`src/rtl/mini_cpu_pkg.sv`:
```
// mini_cpu_pkg: CPU state, opcode and sweep encodings shared by the CPU control block and RAM bank
package mini_cpu_pkg;
    typedef enum logic [2:0] {
        ST_OFF, ST_FETCH, ST_DECODE, ST_READ, ST_CALC, ST_DISPLAY, ST_STORE
    } cpu_state_t;
    typedef enum logic [2:0] {
        OP_LOAD, OP_ADD, OP_ADDI, OP_SUB, OP_SUBI, OP_MUL, OP_CLEAR, OP_DISPLAY
    } opcode_t;
    typedef enum logic [1:0] {SW_IDLE, SW_CLEARING, SW_DONE} sweep_t;
    // bit 0: opcode loads v1 from addr1, bit 1: opcode loads v2 from addr2
    function automatic logic [1:0] read_sel(opcode_t op);
        return {op == OP_ADD || op == OP_SUB, op != OP_LOAD && op != OP_CLEAR};
    endfunction
endpackage

```
`src/rtl/ram_array.sv`:
```
// ram_array: word storage with two asynchronous read ports and one synchronous write port
module ram_array #(
    parameter int DATA_W = 16,
    parameter int ADDR_W = 4
) (
    input  logic              clk,
    input  logic              we,
    input  logic [ADDR_W-1:0] waddr,
    input  logic [DATA_W-1:0] wdata,
    input  logic [ADDR_W-1:0] raddr_a,
    input  logic [ADDR_W-1:0] raddr_b,
    output logic [DATA_W-1:0] rdata_a,
    output logic [DATA_W-1:0] rdata_b
);
    logic [DATA_W-1:0] mem [2**ADDR_W];
    always_ff @(posedge clk)
        if (we) mem[waddr] <= wdata;
    assign rdata_a = mem[raddr_a];
    assign rdata_b = mem[raddr_b];
endmodule

```
`src/rtl/ram_bank.sv`:
```
// ram_bank: CPU operand RAM with state-entry triggered read/store handshakes and a clear sweep
module ram_bank import mini_cpu_pkg::*; #(
    parameter int DATA_W = 16,
    parameter int ADDR_W = 4
) (
    input  logic              clk,
    input  logic              rst_n,
    input  logic [2:0]        state_cpu,
    input  logic [2:0]        opcode,
    input  logic [ADDR_W-1:0] addr1,
    input  logic [ADDR_W-1:0] addr2,
    input  logic [ADDR_W-1:0] addr3,
    input  logic [DATA_W-1:0] wdata,
    output logic [DATA_W-1:0] v1,
    output logic [DATA_W-1:0] v2,
    output logic              read,
    output logic              stored,
    output logic              busy
);
    localparam logic [ADDR_W-1:0] LAST = '1;
    logic [2:0]        prev;
    sweep_t            sw, sw_nx;
    logic [ADDR_W-1:0] idx, waddr;
    logic [DATA_W-1:0] wval, rdata_a, rdata_b;
    logic              quiet, pend, we, rd_entry, st_entry;
    opcode_t           op, pend_op;
    logic [1:0]        sel, pend_sel;

    assign op       = opcode_t'(opcode);
    assign sel      = read_sel(op);
    assign pend_sel = read_sel(pend_op);
    assign rd_entry = state_cpu == ST_READ && prev != ST_READ;
    assign st_entry = state_cpu == ST_STORE && prev != ST_STORE;
    assign busy     = sw == SW_CLEARING;

    ram_array #(.DATA_W(DATA_W), .ADDR_W(ADDR_W)) u_array (
        .clk(clk), .we(we), .waddr(waddr), .wdata(wval),
        .raddr_a(addr1), .raddr_b(addr2), .rdata_a(rdata_a), .rdata_b(rdata_b)
    );

    always_comb begin
        sw_nx = sw;
        we    = 1'b0;
        waddr = idx;
        wval  = '0;
        if (busy) begin
            we    = 1'b1;
            sw_nx = idx == LAST ? SW_DONE : SW_CLEARING;
        end else if (st_entry) begin
            sw_nx = op == OP_CLEAR ? SW_CLEARING : SW_IDLE;
            we    = op != OP_CLEAR && op != OP_DISPLAY;
            waddr = op == OP_LOAD ? addr1 : (op == OP_ADD || op == OP_SUB) ? addr3 : addr2;
            wval  = wdata;
        end else if (sw == SW_DONE) begin
            sw_nx = SW_IDLE;
        end
    end

    // quiet marks a reset-initiated sweep, whose DONE cycle must not pulse stored
    always_ff @(posedge clk) begin
        if (!rst_n) begin
            prev    <= ST_OFF;
            sw      <= SW_CLEARING;
            idx     <= '0;
            quiet   <= 1'b1;
            pend    <= 1'b0;
            pend_op <= OP_LOAD;
            v1      <= '0;
            v2      <= '0;
            read    <= 1'b0;
            stored  <= 1'b0;
        end else begin
            prev   <= state_cpu;
            sw     <= sw_nx;
            idx    <= busy && idx != LAST ? idx + 1'b1 : '0;
            read   <= 1'b0;
            stored <= (sw == SW_DONE && !quiet) || (st_entry && !busy && op != OP_CLEAR);
            if (sw == SW_DONE) quiet <= 1'b0;
            if (rd_entry && busy) begin
                pend    <= 1'b1;
                pend_op <= op;
            end
            if (sw == SW_DONE && pend) begin
                pend <= 1'b0;
                read <= 1'b1;
                if (pend_sel[0]) v1 <= '0;
                if (pend_sel[1]) v2 <= '0;
            end else if (rd_entry && !busy) begin
                read <= 1'b1;
                if (sel[0]) v1 <= rdata_a;
                if (sel[1]) v2 <= rdata_b;
            end
        end
    end
endmodule
```
`config.mk`:
```
export PLATFORM = sky130hd
export DESIGN_NAME = ram_bank
export DESIGN_NICKNAME = d
export VERILOG_FILES = /design/src/rtl/mini_cpu_pkg.sv /design/src/rtl/ram_array.sv /design/src/rtl/ram_bank.sv
export SDC_FILE = /design/constraint.sdc
export NUM_CORES = 1
export LEC_CHECK = 0
export BUFFER_PORTS_ARGS = -buffer_cell sky130_fd_sc_hd__buf_2
export CORE_ASPECT_RATIO = 2
export CORE_MARGIN = 1
export CORE_UTILIZATION = 61
export DETAILED_ROUTE_END_ITERATION = 6
export GPL_TIMING_DRIVEN = 0
export HOLD_SLACK_MARGIN = 0.06
export PLACE_DENSITY = 0.79
export SLEW_MARGIN = 25
export SYNTH_ARGS = -nofsm -noshare
export SYNTH_HDL_FRONTEND = slang
export SYNTH_SLANG_ARGS = --single-unit
```
`constraint.sdc`:
```
create_clock -name clk -period 3.1 [get_ports clk]
set_clock_uncertainty 0.15 [all_clocks]
set_input_delay 0.31 -clock clk [delete_from_list [all_inputs] [get_ports clk]]
set_output_delay 0.31 -clock clk [all_outputs]
set_load 0.05 [all_outputs]
```
==> results.ini <==
[place]
placedInstanceArea_um2=14500
dp.cells=1102
port_buffers=66
gp_congestion=0.937
place_hpwl_um=26300

[timing]
min_period_ns=2.94
timing.hold.ws_ns=0.266
maxSlewViolCount=0
hold_violations=0
relSlewSlack_pct=25.6
fmax_ghz=0.340
fin_crit_sh_pct=94.8
finalSetupViolCount=0
worst_slew_pin_slew_ns=1.11

[worst_setup_path]
critPathCaptureType=flop
timing.rr.start=sw[1]
cp_max_fo=10
crit_required_ns=3.20
r2r_setup_slack_ns=0.16
ff2ff_path_depth=8
timing.rr.end=u_array.mem[15][14]
start_kind=flop
critPathArrivalTime_ns=3.04
worstSetupPathType=flop to flop

[finish]
drive_gt1_share_pct=33.9
antennaDiodeCount=0
nets=914
fin_util_pct=71.8
layoutNonFillerInstCount=1171
multiInputGateArea_um2=4880
fin_area_um2=15800
regArea_um2=8650
synthToLayoutAreaGrowth_pct=15.7
fill_cells=1267

[die]
initial_core_util_pct=62.0
fp.dieArea_um2=23000
io_pins=71
die_h_um=213
core_area_um2=22000
core.rowCount=77
die_x_um=108

[worst_hold_path]
hold_start=wdata[10]
hold_depth=2
hold_class=input port to flop
holdPathEnd=u_array.mem[15][10]

[job]
max_cap_viol_count=0

[yosys]
syn_inst=756
ys_warn_count=0
synthFlopType=edfxtp_1
yosysUniqueCellTypes=46
async_flop_share_pct=0
yosysSeqAreaShare_pct=63.5
synth_edf_count=256
synth_area_um2=13600
synth_nets=793
ys_ff_latch=304
avgSynthCellArea_um2=18.0

[power]
powerDensity_nw_per_um2=544
ir_worst_vdd_mv=0.470
p_leak_nw=5.20

[clock_tree]
cts_buffers=25
cts_max_level=1
cts.sinks=304
cts_tree=built
clock-root-buffer=clkbuf_16
cts_buffer_depth=3
clock_latency_ns=0.54
path_clk_slew_ns=0.07

[grt]
grt_pass1_wl_um=58100
track_usage_pct=36.9
antenna_found_initial=0
grt_pass1_vias=9013
grt_max_degree=18
grt_overflow_total=0

[drt]
dr.pass1.iters=6
drc=0
drt_wl_total_um=40800
vias=8708
drt_iter0_drc=1195
ant_nets=0
via_per_inst=7.44
wl_per_cell_um=34.8

[run_status]
status=complete, no violations

[routing by layer]
metal / up-vias / wire (µm) / GRT usage (%) / share of wire, %
met1: 4320 / 12000 / 40.0 / 29
met5: - / 0 / 0 / 0
met4: 0 / 3810 / 30.5 / 9.4
met3: 223 / 4620 / 10.2 / 11
met2: 765 / 20300 / 59.9 / 50
li1: 3400 / - / - / -
[kinds of logic after synthesis]
family / share of synthesized area (%)
muxes: 23.7
xor gates and xnor gates: 0.257
and+or+nand+nor: 4.64
DFF: 63.5
adders and majority gates: 0.0918
buffers and inverters: 1.81
AOI/OAI and AO/OA: 6.03
[sequential cells by signal, summed over array words and instances (netlist names)]
| name | count |
|---|---|
| idx | 4 |
| pend | 1 |
| pend_op | 3 |
| prev | 3 |
| quiet | 1 |
| read | 1 |
| stored | 1 |
| sw | 2 |
| u_array.mem | 256 |
| v1 | 16 |
| v2 | 16 |
[how the worst max path moves through the flow]
stage / cells past startpoint / end / from
2_1_floorplan: 7 / u_array.mem[12][0] / sw[1]
3_3_place_gp: 7 / u_array.mem[1][8] / sw[1]
3_5_place_dp: 8 / u_array.mem[12][14] / sw[1]
4_1_cts: 7 / u_array.mem[3][2] / sw[1]
5_1_grt: 8 / u_array.mem[15][14] / sw[1]
6_report: 8 / u_array.mem[15][14] / sw[1]
[cells in the final DEF, fill, tap and decap left out, types with 9 or more instances in the layout]
cell type and n:
o22ai_1 16, and2_1 20, clkbuf_1 29, nand2b_1 9
nor2_1 11, edfxtp_1 256, a22o_1 16, dfxtp_1 48
a21o_1 16, nand2_1 26, buf_12 15, a22oi_1 34
buf_2 79, mux4_2 128, nor2_4 16, mux2i_1 35
clkbuf_16 26
[final cells by class]
class	instances	share of cell area, %
Clock inverter	11	0.778
Multi-Input combinational cell	398	31.0
Timing Repair Buffer	94	4.89
Tap cell	276	2.19
Inverter	3	0.103
Clock buffer	34	4.76
Buffer	51	1.47
Sequential cell	304	54.8
[cells in the mapped netlist (2+ instances only)]
library cell	instances	area [µm²]
edfxtp_1	256	7690
mux4_2	128	2880
dfxtp_1	48	961
mux2i_1	35	350
a22oi_1	34	255
clkbuf_1	29	109
nor2_1	27	101
nand2_1	26	97.6
and2_1	20	125
a21o_1	16	120
a22o_1	16	140
o22ai_1	16	100
buf_2	13	65.1
nand2b_1	9	56.3
a21oi_1	7	35.0
buf_1	6	22.5
nor2b_1	6	37.5
o21ai_0	6	30.0
a31oi_1	4	25.0
nand3_1	4	20.0
nand3b_1	4	30.0
nor3_1	4	20.0
a21boi_0	3	22.5
and3b_1	3	26.3
buf_6	3	33.8
o2bb2ai_1	3	26.3
o31ai_1	3	22.5
xor2_1	3	26.3
a2bb2oi_1	2	17.5
and3_1	2	12.5
inv_1	2	7.51
nand4_1	2	12.5
nor3b_1	2	15.0
or3_1	2	12.5
[stage by stage]
stage          worst slack (ns)  TNS [ns]  power [mW]
5_1_grt                 -0.0257    -0.175        8.76
3_3_place_gp             -0.859   -204.26        5.23
3_5_place_dp             -0.459    -70.50        5.27
2_1_floorplan             0.326         0        5.02
6_report                  0.161         0        8.59
4_1_cts                 0.00706         0        8.55
[critical path: stages, from the launching register on]
cell and delay (ns):
dfxtp_1 0.43, nand2b_1 0.16, buf_6 0.17, inv_6 0.07, nor3_2 0.32, clkbuf_2 0.35, a31oi_2 0.34, nor2_4 0.44
buf_8 0.21
[timing repair]
action                                  4_1_cts  5_1_grt
endpoints found under the hold margin        10        0
setup buffers                                15        4
endpoints found under the setup margin      256      155
pin swaps                                    12        3
gates resized for setup                       6        1
hold buffers                                  5        0
[report_power, final]
| group | internal (mW) | switching [mW] | total [mW] | leakage [nW] |
|---|---|---|---|---|
| clock network | 1.87 | 1.45 | 3.32 | 0.426 |
| registers | 4.47 | 0.0475 | 4.52 | 2.50 |
| logic | 0.310 | 0.438 | 0.748 | 2.28 |
No activity file was read; power rests on OpenSTA's default activity.
